--- src/rtl/serial_adder_pkg.sv ---
// Shared definitions for serial_adder: FSM state encoding and counter sizing helper.
package serial_adder_pkg;

  localparam int unsigned STATE_W = 2;

  typedef enum logic [STATE_W-1:0] {
    IDLE  = 2'd0,
    SHIFT = 2'd1,
    DONE  = 2'd2
  } state_e;

  // Bit-counter width; a 1-bit operand still needs a 1-bit counter.
  function automatic int unsigned cnt_width(input int unsigned w);
    return (w > 1) ? $clog2(w) : 1;
  endfunction

endpackage

--- src/rtl/full_adder.sv ---
// Single-bit full adder used by serial_adder for its one-bit-per-cycle datapath.
module full_adder (
  input  logic a,
  input  logic b,
  input  logic cin,
  output logic s,
  output logic cout
);

  assign s    = a ^ b ^ cin;
  assign cout = (a & b) | (cin & (a ^ b));

endmodule

--- src/rtl/serial_adder.sv ---
// Bit-serial adder: LSB-first, one full adder, WIDTH cycles per operation.
// Optional signed-overflow output enabled by defining SERIAL_ADDER_OVF_EN.
module serial_adder
  import serial_adder_pkg::*;
#(
  parameter int unsigned WIDTH = 8
) (
  input  logic             clk,
  input  logic             rst,
  input  logic             start,
  input  logic [WIDTH-1:0] a,
  input  logic [WIDTH-1:0] b,
  input  logic             cin,
  output logic             busy,
  output logic             done,
  output logic [WIDTH-1:0] sum,
  output logic             cout
`ifdef SERIAL_ADDER_OVF_EN
  ,
  output logic             ovf
`endif
);

  localparam int unsigned   CW   = cnt_width(WIDTH);
  localparam logic [CW-1:0] LAST = CW'(WIDTH - 1);

  state_e           state_q, state_d;
  logic [WIDTH-1:0] a_q, a_d;
  logic [WIDTH-1:0] b_q, b_d;
  logic [WIDTH-1:0] res_q, res_d;
  logic [WIDTH-1:0] res_shift;
  logic [WIDTH-1:0] sum_q, sum_d;
  logic             carry_q, carry_d;
  logic             cout_q, cout_d;
  logic [CW-1:0]    cnt_q, cnt_d;
  logic             fa_s, fa_co;
`ifdef SERIAL_ADDER_OVF_EN
  logic             ovf_q, ovf_d;
`endif

  full_adder u_fa (
    .a    (a_q[0]),
    .b    (b_q[0]),
    .cin  (carry_q),
    .s    (fa_s),
    .cout (fa_co)
  );

  // Sum bits enter at the MSB so the LSB lands in bit 0 after WIDTH shifts.
  generate
    if (WIDTH == 1) begin : g_res_one
      assign res_shift = fa_s;
    end else begin : g_res_many
      assign res_shift = {fa_s, res_q[WIDTH-1:1]};
    end
  endgenerate

  always_comb begin
    state_d = state_q;
    a_d     = a_q;
    b_d     = b_q;
    res_d   = res_q;
    sum_d   = sum_q;
    carry_d = carry_q;
    cout_d  = cout_q;
    cnt_d   = cnt_q;
`ifdef SERIAL_ADDER_OVF_EN
    ovf_d   = ovf_q;
`endif
    unique case (state_q)
      IDLE, DONE: begin
        if (start) begin
          state_d = SHIFT;
          a_d     = a;
          b_d     = b;
          carry_d = cin;
          res_d   = '0;
          cnt_d   = '0;
        end else if (state_q == DONE) begin
          state_d = IDLE;
        end
      end
      SHIFT: begin
        a_d     = a_q >> 1;
        b_d     = b_q >> 1;
        carry_d = fa_co;
        res_d   = res_shift;
        cnt_d   = cnt_q + CW'(1);
        // Publish directly from the final-cycle adder outputs so results update on DONE entry.
        if (cnt_q == LAST) begin
          state_d = DONE;
          cnt_d   = '0;
          sum_d   = res_shift;
          cout_d  = fa_co;
`ifdef SERIAL_ADDER_OVF_EN
          ovf_d   = carry_q ^ fa_co;
`endif
        end
      end
      default: state_d = IDLE;
    endcase
  end

  always_ff @(posedge clk) begin
    if (rst) begin
      state_q <= IDLE;
      a_q     <= '0;
      b_q     <= '0;
      res_q   <= '0;
      sum_q   <= '0;
      carry_q <= 1'b0;
      cout_q  <= 1'b0;
      cnt_q   <= '0;
`ifdef SERIAL_ADDER_OVF_EN
      ovf_q   <= 1'b0;
`endif
    end else begin
      state_q <= state_d;
      a_q     <= a_d;
      b_q     <= b_d;
      res_q   <= res_d;
      sum_q   <= sum_d;
      carry_q <= carry_d;
      cout_q  <= cout_d;
      cnt_q   <= cnt_d;
`ifdef SERIAL_ADDER_OVF_EN
      ovf_q   <= ovf_d;
`endif
    end
  end

  assign busy = (state_q == SHIFT);
  assign done = (state_q == DONE);
  assign sum  = sum_q;
  assign cout = cout_q;
`ifdef SERIAL_ADDER_OVF_EN
  assign ovf  = ovf_q;
`endif

endmodule

--- config.mk ---
export PLATFORM = sky130hd
export DESIGN_NAME = serial_adder
export DESIGN_NICKNAME = d
export VERILOG_FILES = /design/src/rtl/serial_adder_pkg.sv /design/src/rtl/full_adder.sv /design/src/rtl/serial_adder.sv
export SDC_FILE = /design/constraint.sdc
export NUM_CORES = 1
export LEC_CHECK = 0
export ABC_AREA = 1
export ABC_CLOCK_PERIOD_IN_PS = 3900
export CORE_ASPECT_RATIO = 0.9
export CORE_UTILIZATION = 60
export CTS_CLUSTER_SIZE = 12
export DETAILED_ROUTE_END_ITERATION = 12
export DONT_BUFFER_PORTS = 1
export PLACE_DENSITY = 0.76
export SLEW_MARGIN = 10
export SYNTH_ARGS = -nofsm -noshare
export SYNTH_HDL_FRONTEND = slang
export SYNTH_SLANG_ARGS = --single-unit
--- constraint.sdc ---
create_clock -name clk -period 3.9 [get_ports clk]
set_input_delay 1.17 -clock clk [delete_from_list [all_inputs] [get_ports clk]]
set_output_delay 1.17 -clock clk [all_outputs]
set_load 0.03 [all_outputs]
======== Word level (Yosys, flattened, before mapping) ========
Cells that the tools add are included.
word-level totals
  bits in registers ....................... 39
  bits of input ports ..................... 20
  output and inout port bits .............. 11
  word-level logic and storage cells ...... 41
operators by class
  add/sub/neg operators ................... 1
  eq/ne operators ......................... 6
  mux-type cells .......................... 15
  bitwise gates (word level) .............. 5
  reductions and logical operators ........ 6
operator list
  operator                                                                number
  8-bit one-hot mux with 2 select lines                                   3
  8-bit 2-to-1 mux                                                        3
  2-bit 2-to-1 mux                                                        3
  3-bit 2-to-1 mux                                                        2
  3-bit one-hot mux with 2 select lines                                   1
  2-bit AND reduction                                                     3
  2-bit one-hot mux with 2 select lines                                   1
  3-bit by 1-bit adder with 3-bit output (second input constant)          1
  3-bit equality test (second input constant)                             1
  3-bit != test (second input constant)                                   1
  1-bit bitwise AND                                                       2
  2-bit by 1-bit equality test with 1-bit output (second input constant)  1
  2-bit equality test (second input constant)                             1
  2-bit zero test                                                         1
  2-bit by 1-bit != test with 1-bit output (second input constant)        1
  2-bit != test (second input constant)                                   1
  1-bit one-hot mux with 2 select lines                                   1
  2-bit nonzero test                                                      1
  2-bit OR reduction                                                      1
  1-bit bitwise XOR                                                       2
  1-bit 2-to-1 mux                                                        1
  1-bit bitwise OR                                                        1

======== Depth between registers and ports, before layout ========
Gate-level depths: netlist (run 1).
  depth after elaboration ................. 4
  gate-level depth with buffers ........... 7
  gate-level depth less buffers ........... 7

======== By module ========
Synthesis (run 1) repeated with hierarchy kept, for this count alone.
second synthesis, totals
  cell total of the unflattened synthesis .. 253
  area total of the unflattened synthesis .. 1799.2 sq um
modules (own cells, without submodules)
  module        instances  cells an instance  area an instance (sq um)  sequential area each (sq um)
  serial_adder  1          252                1779.2                    760.7
  full_adder    1          1                  20.0                      0.0

======== Worst setup path after synthesis (run 1) ========
No wires, ideal clock.
  kind .................................... reg-to-output
  start point ............................. register state_q[1]
  end point ............................... output done
  arrival time ............................ 1.110 ns
  data required time ...................... 2.730 ns
  setup slack ............................. 1.620 ns
  stages on the path, launching flop included .. 4
  path buffers ............................ 1
  cell sequence ........................... dfxtp_1 inv_4 buf_6 nor2_1
between the ends
  word-level cells in the longest chain between the ends .. 1
ends and longest elaborated chain
  item                      RTL line             source
  start: declaration        serial_adder.sv:27   state_e state_q, state_d;
  start signal: assignment  serial_adder.sv:118  state_q <= state_d;
  2-bit equality test       serial_adder.sv:133  assign done = (state_q == DONE);
  end: declaration          serial_adder.sv:15   output logic done,
No other way between the ends.

======== Worst setup path after layout (run 1) ========
  start point ............................. register state_q[0]
  end point ............................... output busy
between the ends
  word-level cells in the longest chain between the ends .. 1
ends and longest elaborated chain
  item                                            RTL line             source
  2-bit by 1-bit equality test with 1-bit output  serial_adder.sv:132  assign busy = (state_q == SHIFT);
  end: declaration                                serial_adder.sv:14   output logic busy,
No other way between the ends.

==> metrics.txt, run 1 <==
Worst Clk Skew 13.3 ps; Power Density 417 nW/µm²; data arrival time of the critical path 1680 ps; Least-Margin Pin Slew 547 ps; CTS tree done; Top Ports 31; hold violation total from the final report 0; number of buffers added by the clock tree synthesis step 5; Worst Hold Class reg -> reg; Skew-Pair Late Insertion Delay 370 ps; combinational cell fraction of total power 15.1%; number of global-route vias before repair 1,320; clock root buffer clkbuf_4; Die Footprint 3530 µm²; CP top delay family flip-flops; number of sinks on the clock net 38; I/O Buffers 0; Post-Route WL 3.63 mm; total global routing overflow 0; Detail Route Antenna Nets 0; cell with the biggest individual delay on the critical path dfxtp_1; switching power total 241 µW; row cnt 19; Setup-failing EPs final 0; number of buffers between clock root and the deepest sink 2; number of remaining DRC errors 0; final count of pins violating max slew 0; final weighted congestion of routability-driven global placement 0.810; post-route fraction of the period consumed by the critical path 73.2%; critical path launch point type register; unrepaired setup endpoints after global routing no; synthesized netlist cell count 256; Worst path max stage delay 530 ps; placed cell count 283; buffers and inverters on the worst path 2; max-capacitance violation count 0; Sw Share 29.1%; H-tree lvl count 2; Unique masters post-synth 25; outcome complete, no violations; Netlist Area Pre-Place 1980 µm²; placed instance area 1900 µm²; most frequent standard cell in the layout excluding fill and tap cells nand2_1; #FFs+latches synth 38; Slew headroom 63.4%; largest cells by area after synthesis dfxtp_1 39%, nand2_1 10%, nand3_1 8.6%; highest-count cells in the layout ignoring fill and taps 54 x nand2_1, 38 x dfxtp_1, 34 x nand3_1; pin count of the biggest net entering global routing 44; cell taking the most area after synthesis dfxtp_1; final cell count without fillers 291; post-layout minimum cycle time 2850 ps; count of hold buffers inserted by post-cts repair 0; Sequential Power Share 50.9%; placeable core region 3090 µm²; share of final-layout standard cells stronger than drive strength 1 18.5%; Antenna Cells 0; Total Negative Setup Slacks 0 ps; area delta synth->final 0.443%; # resized after CTS 0; Routed WL per cell 12.5 µm; clock-pin transition on the worst setup and hold timing paths 130 ps; clock network power share 34.0%; top cell type's share of synthesized area 38.5%; syn nets 279; width of the die 62.5 µm; # Post-CTS Setup Buffers 0; Yosys warning count 0; Mapped Avg Cell Area 7.72 µm²; capturing element type of the critical path output pin; highest attainable clock frequency 0.350 GHz; required time at the worst-slack endpoint 2730 ps; leakage power 0.000793 µW; number of antenna violations at the first check in global routing 0; Internal Dissipation 587 µW; final instance area 1980 µm²; detailed-placement wirelength estimate 2.27 mm; Post-layout nets 271; ordered list of cells on the worst path buf_4 -> inv_4 -> nor2_8; via total after detailed routing 1,513; starting density of the core 63.9%; via/cell ratio 5.20; height of the die 56.4 µm; fill cell total of the finished layout 282; Global Route Usage Sum 22.4%; Max VDD drop 476 µV; critical path peak fanout 35; kind of critical path reg -> out; sequential-to-total area share from yosys stat 38.5%; wire length of the first global-routing pass 6.04 mm; drt initial violations 87; number of iterations in the first detailed-routing pass 4
[power by group through the flow]
stage	Clock, µW	Sequential [µW]	Combinational (µW)
detailed placement	0	430	124
CTS	285	421	125
floorplan	0	426	126
global placement	0	429	123
finish	282	421	125
global route	299	424	140
[sequential cells by signal, summed over array words and instances (netlist names)]
| name | count |
|---|---|
| a_q | 8 |
| b_q | 8 |
| sum | 8 |
| res_q | 7 |
| cnt_q | 3 |
| state_q | 2 |
| carry_q | 1 |
| cout | 1 |
[synthesized netlist by cell type (all sizes together)]
cell type,n
a21oi,21
buf,14
clkbuf,2
clkinv,8
dfxtp,38
fa,1
ha,2
inv,27
nand2,57
nand3,48
nand3b,3
nor2,21
nor3,14
[metal layers]
metal  vias up  global-route usage, %  wire (µm)
li1        794                      -          -
met1       678                   28.7       1780
met2        35                   32.8       1570
met3         6                   9.35        229
met4         0                   9.97         57
met5         -                      0          0
[worst paths after layout]
check	end	cells past startpoint	startpoint	slack, ps
max reg2reg	sum[5]	6	state_q[0]	2020
min reg2reg	a_q[7]	2	a_q[7]	480
min	a_q[7]	2	a_q[7]	480
max	busy	3	state_q[0]	1050
[worst reg2reg max path: cells and delay by family (launching register included)]
kind / cells / cell delay, ps
simple gates: 3 / 840
flops: 1 / 530
buf+inv: 2 / 360
compound gates: 1 / 60
[kinds of logic after synthesis]
group	Yosys count	synth area share, %
fa+ha+maj	3	2.28
simple gates	143	38.1
flops	38	38.5
buf+inv	51	13.7
compound gates	21	7.41
[final cells by class]
| type | instances | area, µm² | share of cell area [%] |
|---|---|---|---|
| inverter | 35 | 136 | 6.87 |
| timing repair buffer | 1 | 7.51 | 0.378 |
| clock inverter | 3 | 45.0 | 2.27 |
| sequential | 38 | 761 | 38.3 |
| multi-input combinational | 167 | 945 | 47.6 |
| tap | 42 | 52.6 | 2.65 |
| clock buffer | 5 | 37.5 | 1.89 |
[per-stage QoR]
stage          hold WS (ps)  worst slack [ps]  total power [µW]  util (%)
2_1_floorplan           452              1620               551         -
3_3_place_gp            458              1480               552      61.5
3_5_place_dp            463              1470               553      61.5
4_1_cts                 480              1050               831      64.2
5_1_grt                 505               939               863      64.2
6_report                479              1050               828      64.2
Note: power is estimated with default switching activity, not from simulation.
==> run 2: changes to the inputs <==
Settings changed: ABC_CLOCK_PERIOD_IN_PS 3900 to 2840.
Clock period 3.9 ns to 2.84 ns, I/O delays scaled along.
==> metrics.txt, run 2 (synthesis gave the netlist of run 1 again) <==
end of the worst register-to-register path sum[3]; total global routing overflow 0 (unchanged); H-tree lvl count 2 (unchanged); Top Ports 31 (unchanged); register-to-register setup slack 1160 ps (-860 ps); number of sinks on the clock net 38 (unchanged); height of the die 56.4 µm (unchanged); number of buffers between clock root and the deepest sink 2 (unchanged); capturing element type of the critical path output pin; Skew-Pair Late Insertion Delay 330 ps (-40 ps); leakage power 0.000786 µW (-0.88%); row cnt 19 (unchanged); number of antenna violations at the first check in global routing 0 (unchanged); via total after detailed routing 1,518 (+0.33%); worst flop-to-flop path startpoint state_q[0]; ordered list of cells on the worst path inv_4 -> nor2_1; Setup-failing EPs final 0 (unchanged); I/O Buffers 0 (unchanged); final instance area 1950 µm² (-1.5%); Post-layout nets 272 (+0.37%); critical path launch point type register; cell depth of the worst hold path 2 (unchanged); data arrival time of the critical path 1430 ps (-250 ps); share of final-layout standard cells stronger than drive strength 1 17.7% (-0.80 points); clock root buffer clkbuf_4; number of iterations in the first detailed-routing pass 4 (unchanged); Max VDD drop 327 µV (-31%); pre-CTS setup slack 922 ps (-551 ps); most frequent standard cell in the layout excluding fill and tap cells nand2_1; Sequential Power Share 57.3% (+6.4 points); CP top delay family flip-flops; switching power total 288 µW (+19%); required time at the worst-slack endpoint 1990 ps (-740 ps); detailed-placement wirelength estimate 2.31 mm (+1.9%); post-route fraction of the period consumed by the critical path 80.4%; final count of pins violating max slew 0 (unchanged); cell with the biggest individual delay on the critical path dfxtp_1; starting density of the core 63.9% (unchanged); buffers and inverters on the worst path 1 (-1); Internal Dissipation 717 µW (+22%); Worst Clk Skew 5.42 ps (-7.89 ps); count of hold buffers inserted by post-cts repair 0 (unchanged); max-capacitance violation count 0 (unchanged); outcome complete, no violations; Routed WL per cell 12.0 µm (-3.6%); placeable core region 3090 µm² (unchanged); Total Negative Setup Slacks 0 ps (unchanged); Worst Hold Class reg -> reg; post-layout minimum cycle time 2280 ps; highest-count cells in the layout ignoring fill and taps 54 x nand2_1, 38 x dfxtp_1, 34 x nand3_1; Global Route Usage Sum 22.5% (+0.14 points); unrepaired setup endpoints after global routing no; combinational cell fraction of total power 17.6% (+2.5 points); drt initial violations 81 (-6.9%); Slew headroom 63.3% (-0.10 points); wire length of the first global-routing pass 6.21 mm (+2.9%); hold violation total from the final report 0 (unchanged); width of the die 62.5 µm (unchanged); number of remaining DRC errors 0 (unchanged); Least-Margin Pin Slew 548 ps (+1.51 ps); Sw Share 28.6% (-0.45 points); fill cell total of the finished layout 306 (+8.5%); Antenna Cells 0 (unchanged); number of buffers added by the clock tree synthesis step 5 (unchanged); kind of critical path reg -> out; critical path peak fanout 17 (-51%); number of global-route vias before repair 1,391 (+5.4%); area delta synth->final -1.08%; Endpoint, Worst Hold a_q[7]; Post-Route WL 3.50 mm (-3.6%); pin count of the biggest net entering global routing 44 (unchanged); # Post-CTS Setup Buffers 0 (unchanged); clock network power share 25.1% (-8.9 points); hold path startpoint a_q[7]; # resized after CTS 0 (unchanged); final weighted congestion of routability-driven global placement 0.783 (-3.4%); via/cell ratio 5.22 (+0.33%); Worst path max stage delay 480 ps (-50 ps); number of cells traversed by the worst register-to-register path 7 (+1); Power Density 514 nW/µm² (+23%); clock-pin transition on the worst setup and hold timing paths 100 ps (-30 ps); Worst Hold Margin 482 ps (+3.25 ps); highest attainable clock frequency 0.438 GHz; post-layout worst setup margin 556 ps (-489 ps); CTS tree done; Design Power 1000 µW (+21%); Die Footprint 3530 µm² (unchanged); Detail Route Antenna Nets 0 (unchanged); placed instance area 1910 µm² (+0.39%)
[run 2: cell count changes in the layout (fill, tap and decap cells not counted), sizes merged]
cell      previous run  this run
buf                  1         2
bufinv               1         0
clkinvlp             2         0
clkbuf               5         7
[run 2: cell type report]
cell class	count	area (µm²)	area share, %
Clock buffer	7	45.0	2.30
Inverter	35	136	6.98
Multi-Input combinational cell	167	945	48.3
Sequential cell	38	761	38.9
Tap cell	42	52.6	2.69
Timing Repair Buffer	2	15.0	0.768
[run 2: worst max-delay path by stage]
stage                     depth (start not counted)  endpoint  startpoint  slack, ps
after floorplan                                   3      done  state_q[1]        880
after global placement                            2      done  state_q[1]        920
after detailed placement                          2      done  state_q[1]        920
after CTS                                         2      done  state_q[1]        540
after global routing                              2      done  state_q[1]        450
final                                             2      done  state_q[1]        560
[run 2: tightest hold or removal path, stage by stage, from the launching register on]
cell	delay, ps
dfxtp_1	340
nand3_2	70
a21oi_2	40
[run 2: power by group through the flow]
stage | Clock (µW) | Combinational [µW] | Sequential, µW
6_report | 252 | 177 | 575
5_1_grt | 287 | 202 | 579
3_5_place_dp | 0 | 177 | 587
3_3_place_gp | 0 | 174 | 586
2_1_floorplan | 0 | 173 | 584
4_1_cts | 262 | 178 | 575
[run 2: metrics by stage]
stage / util, % / std cells
CTS: 63.2 / 291
finish: 63.2 / 291
detailed placement: 61.8 / 284
global placement: 61.8 / 284
global route: 63.2 / 291
floorplan: - / 256
[run 2: metal layers]
layer / global-route usage (%) / vias up / routed length [µm]
met5: 0 / - / 0
met4: 9.30 / 0 / 46
met3: 6.91 / 5 / 214
met2: 32.5 / 41 / 1470
met1: 31.1 / 679 / 1770
li1: - / 793 / -
==> run 3: changes to the inputs <==
Settings changed: ABC_CLOCK_PERIOD_IN_PS 2840 to 2250.
Clock period 2.84 ns to 2.25 ns, I/O delays scaled along.
==> metrics.txt, run 3 (synthesis gave the netlist of run 1 again) <==
final weighted congestion of routability-driven global placement 0.751 (-4.0%); Setup-failing EPs final 0 (unchanged); Global Route Usage Sum 22.3% (-0.22 points); Worst Hold Margin 375 ps (-107 ps); total global routing overflow 0 (unchanged); Total Negative Setup Slacks 0 ps (unchanged); Antenna Cells 0 (unchanged); Routed WL per cell 12.0 µm (-0.66%); Die Footprint 3530 µm² (unchanged); capturing element type of the critical path output pin; Skew-Pair Late Insertion Delay 350 ps (+20 ps); number of remaining DRC errors 0 (unchanged); I/O Buffers 0 (unchanged); clock-pin transition on the worst setup and hold timing paths 120 ps (+20 ps); highest attainable clock frequency 0.471 GHz; Post-layout nets 272 (unchanged); Power Density 705 nW/µm² (+37%); highest signal layer in the routed design met4; unrepaired setup endpoints after global routing no; final cell count without fillers 292 (+0.34%); via total after detailed routing 1,488 (-2.0%); hold violation total from the final report 0 (unchanged); CTS tree done; width of the die 62.5 µm (unchanged); Max VDD drop 440 µV (+35%); data arrival time of the critical path 1450 ps (+20 ps); number of buffers added by the clock tree synthesis step 5 (unchanged); critical path launch point type register; cell with the biggest individual delay on the critical path dfxtp_1; Worst Hold Class in -> reg; via/cell ratio 5.10 (-2.3%); final count of pins violating max slew 0 (unchanged); wire length on met1 1.75 mm (-1.2%); number of antenna violations at the first check in global routing 0 (unchanged); Slew headroom 62.1% (-1.3 points); kind of critical path reg -> out; drt initial violations 118 (+46%); placeable core region 3090 µm² (unchanged); H-tree lvl count 2 (unchanged); wire length on met2 1.47 mm (-0.41%); Post-Route WL 3.49 mm (-0.31%); share of final-layout standard cells stronger than drive strength 1 18.0% (+0.33 points); required time at the worst-slack endpoint 1570 ps (-420 ps); clock root buffer clkbuf_4; max-capacitance violation count 0 (unchanged); number of global-route vias before repair 1,332 (-4.2%); post-route fraction of the period consumed by the critical path 94.3%; number of sinks on the clock net 38 (unchanged); row cnt 19 (unchanged); wire length of the first global-routing pass 6.02 mm (-3.0%); # Post-CTS Setup Buffers 0 (unchanged); Worst Clk Skew 19.1 ps (+13.7 ps); height of the die 56.4 µm (unchanged); highest-count cells in the layout ignoring fill and taps 54 x nand2_1, 38 x dfxtp_1, 34 x nand3_1; routed wl met3 218 µm (+1.9%); most frequent standard cell in the layout excluding fill and tap cells nand2_1; pin count of the biggest net entering global routing 44 (unchanged); Detail Route Antenna Nets 0 (unchanged); # resized after CTS 0 (unchanged); area delta synth->final 0.443%; leakage power 0.000800 µW (+1.8%); number of iterations in the first detailed-routing pass 4 (unchanged); outcome complete, no violations; placed cell count 284 (unchanged); critical path peak fanout 17 (unchanged); starting density of the core 63.9% (unchanged); Top Ports 31 (unchanged); number of buffers between clock root and the deepest sink 2 (unchanged); count of hold buffers inserted by post-cts repair 0 (unchanged); fill cell total of the finished layout 270 (-12%); Least-Margin Pin Slew 567 ps (+18.7 ps); post-layout minimum cycle time 2120 ps; detailed-placement wirelength estimate 2.24 mm (-3.0%); Worst path max stage delay 480 ps (about the same); ordered list of cells on the worst path inv_4 -> nor2_1
==> run 3: changes by cell type in the layout (fill, tap and decap cells not counted), sizes merged <==
| cell | before | now |
|---|---|---|
| bufinv | 0 | 1 |
==> run 3: routing by layer <==
metal | global-route usage [%] | up-vias
li1 | - | 794
met1 | 30.2 | 652
met2 | 32.0 | 38
met3 | 6.91 | 4
met4 | 11.0 | 0
met5 | 0 | -
==> run 3: area by class of cell <==
| cell class | count | area [µm²] | area share [%] |
|---|---|---|---|
| clock buffer | 7 | 45.0 | 2.27 |
| clock inverter | 1 | 30.0 | 1.51 |
| inverter | 35 | 136 | 6.87 |
| multi-input combinational | 167 | 945 | 47.6 |
| sequential | 38 | 761 | 38.3 |
| tap | 42 | 52.6 | 2.65 |
| timing repair buffer | 2 | 15.0 | 0.757 |
==> run 3: metrics by stage <==
step	utilization [%]	power [µW]	area (µm²)	setup slack [ps]
6_report	64.2	1400	1980	128
5_1_grt	64.2	1470	1980	32.6
4_1_cts	64.2	1410	1980	104
3_5_place_dp	61.8	960	1910	495
3_3_place_gp	61.8	959	1910	511
2_1_floorplan	-	956	1980	465
==> run 3: worst paths after layout <==
check | start | end | slack (ps) | cells after the start
setup / recovery | state_q[1] | done | 130 | 2
hold / removal | rst | res_q[3] | 380 | 1
setup reg to reg | state_q[0] | cnt_q[0] | 610 | 7
hold reg to reg | cnt_q[2] | cnt_q[2] | 480 | 2
==> run 3: critical path, delay by kind of cell, from the launching register on <==
family	cells	cell delay (ps)
DFF	1	480
and+or+nand+nor	1	470
buffers and inverters	1	160
==> run 3: where the power goes <==
part           switching [µW]  internal, µW
registers                20.3           710
clock network             219           236
logic                     138          76.4
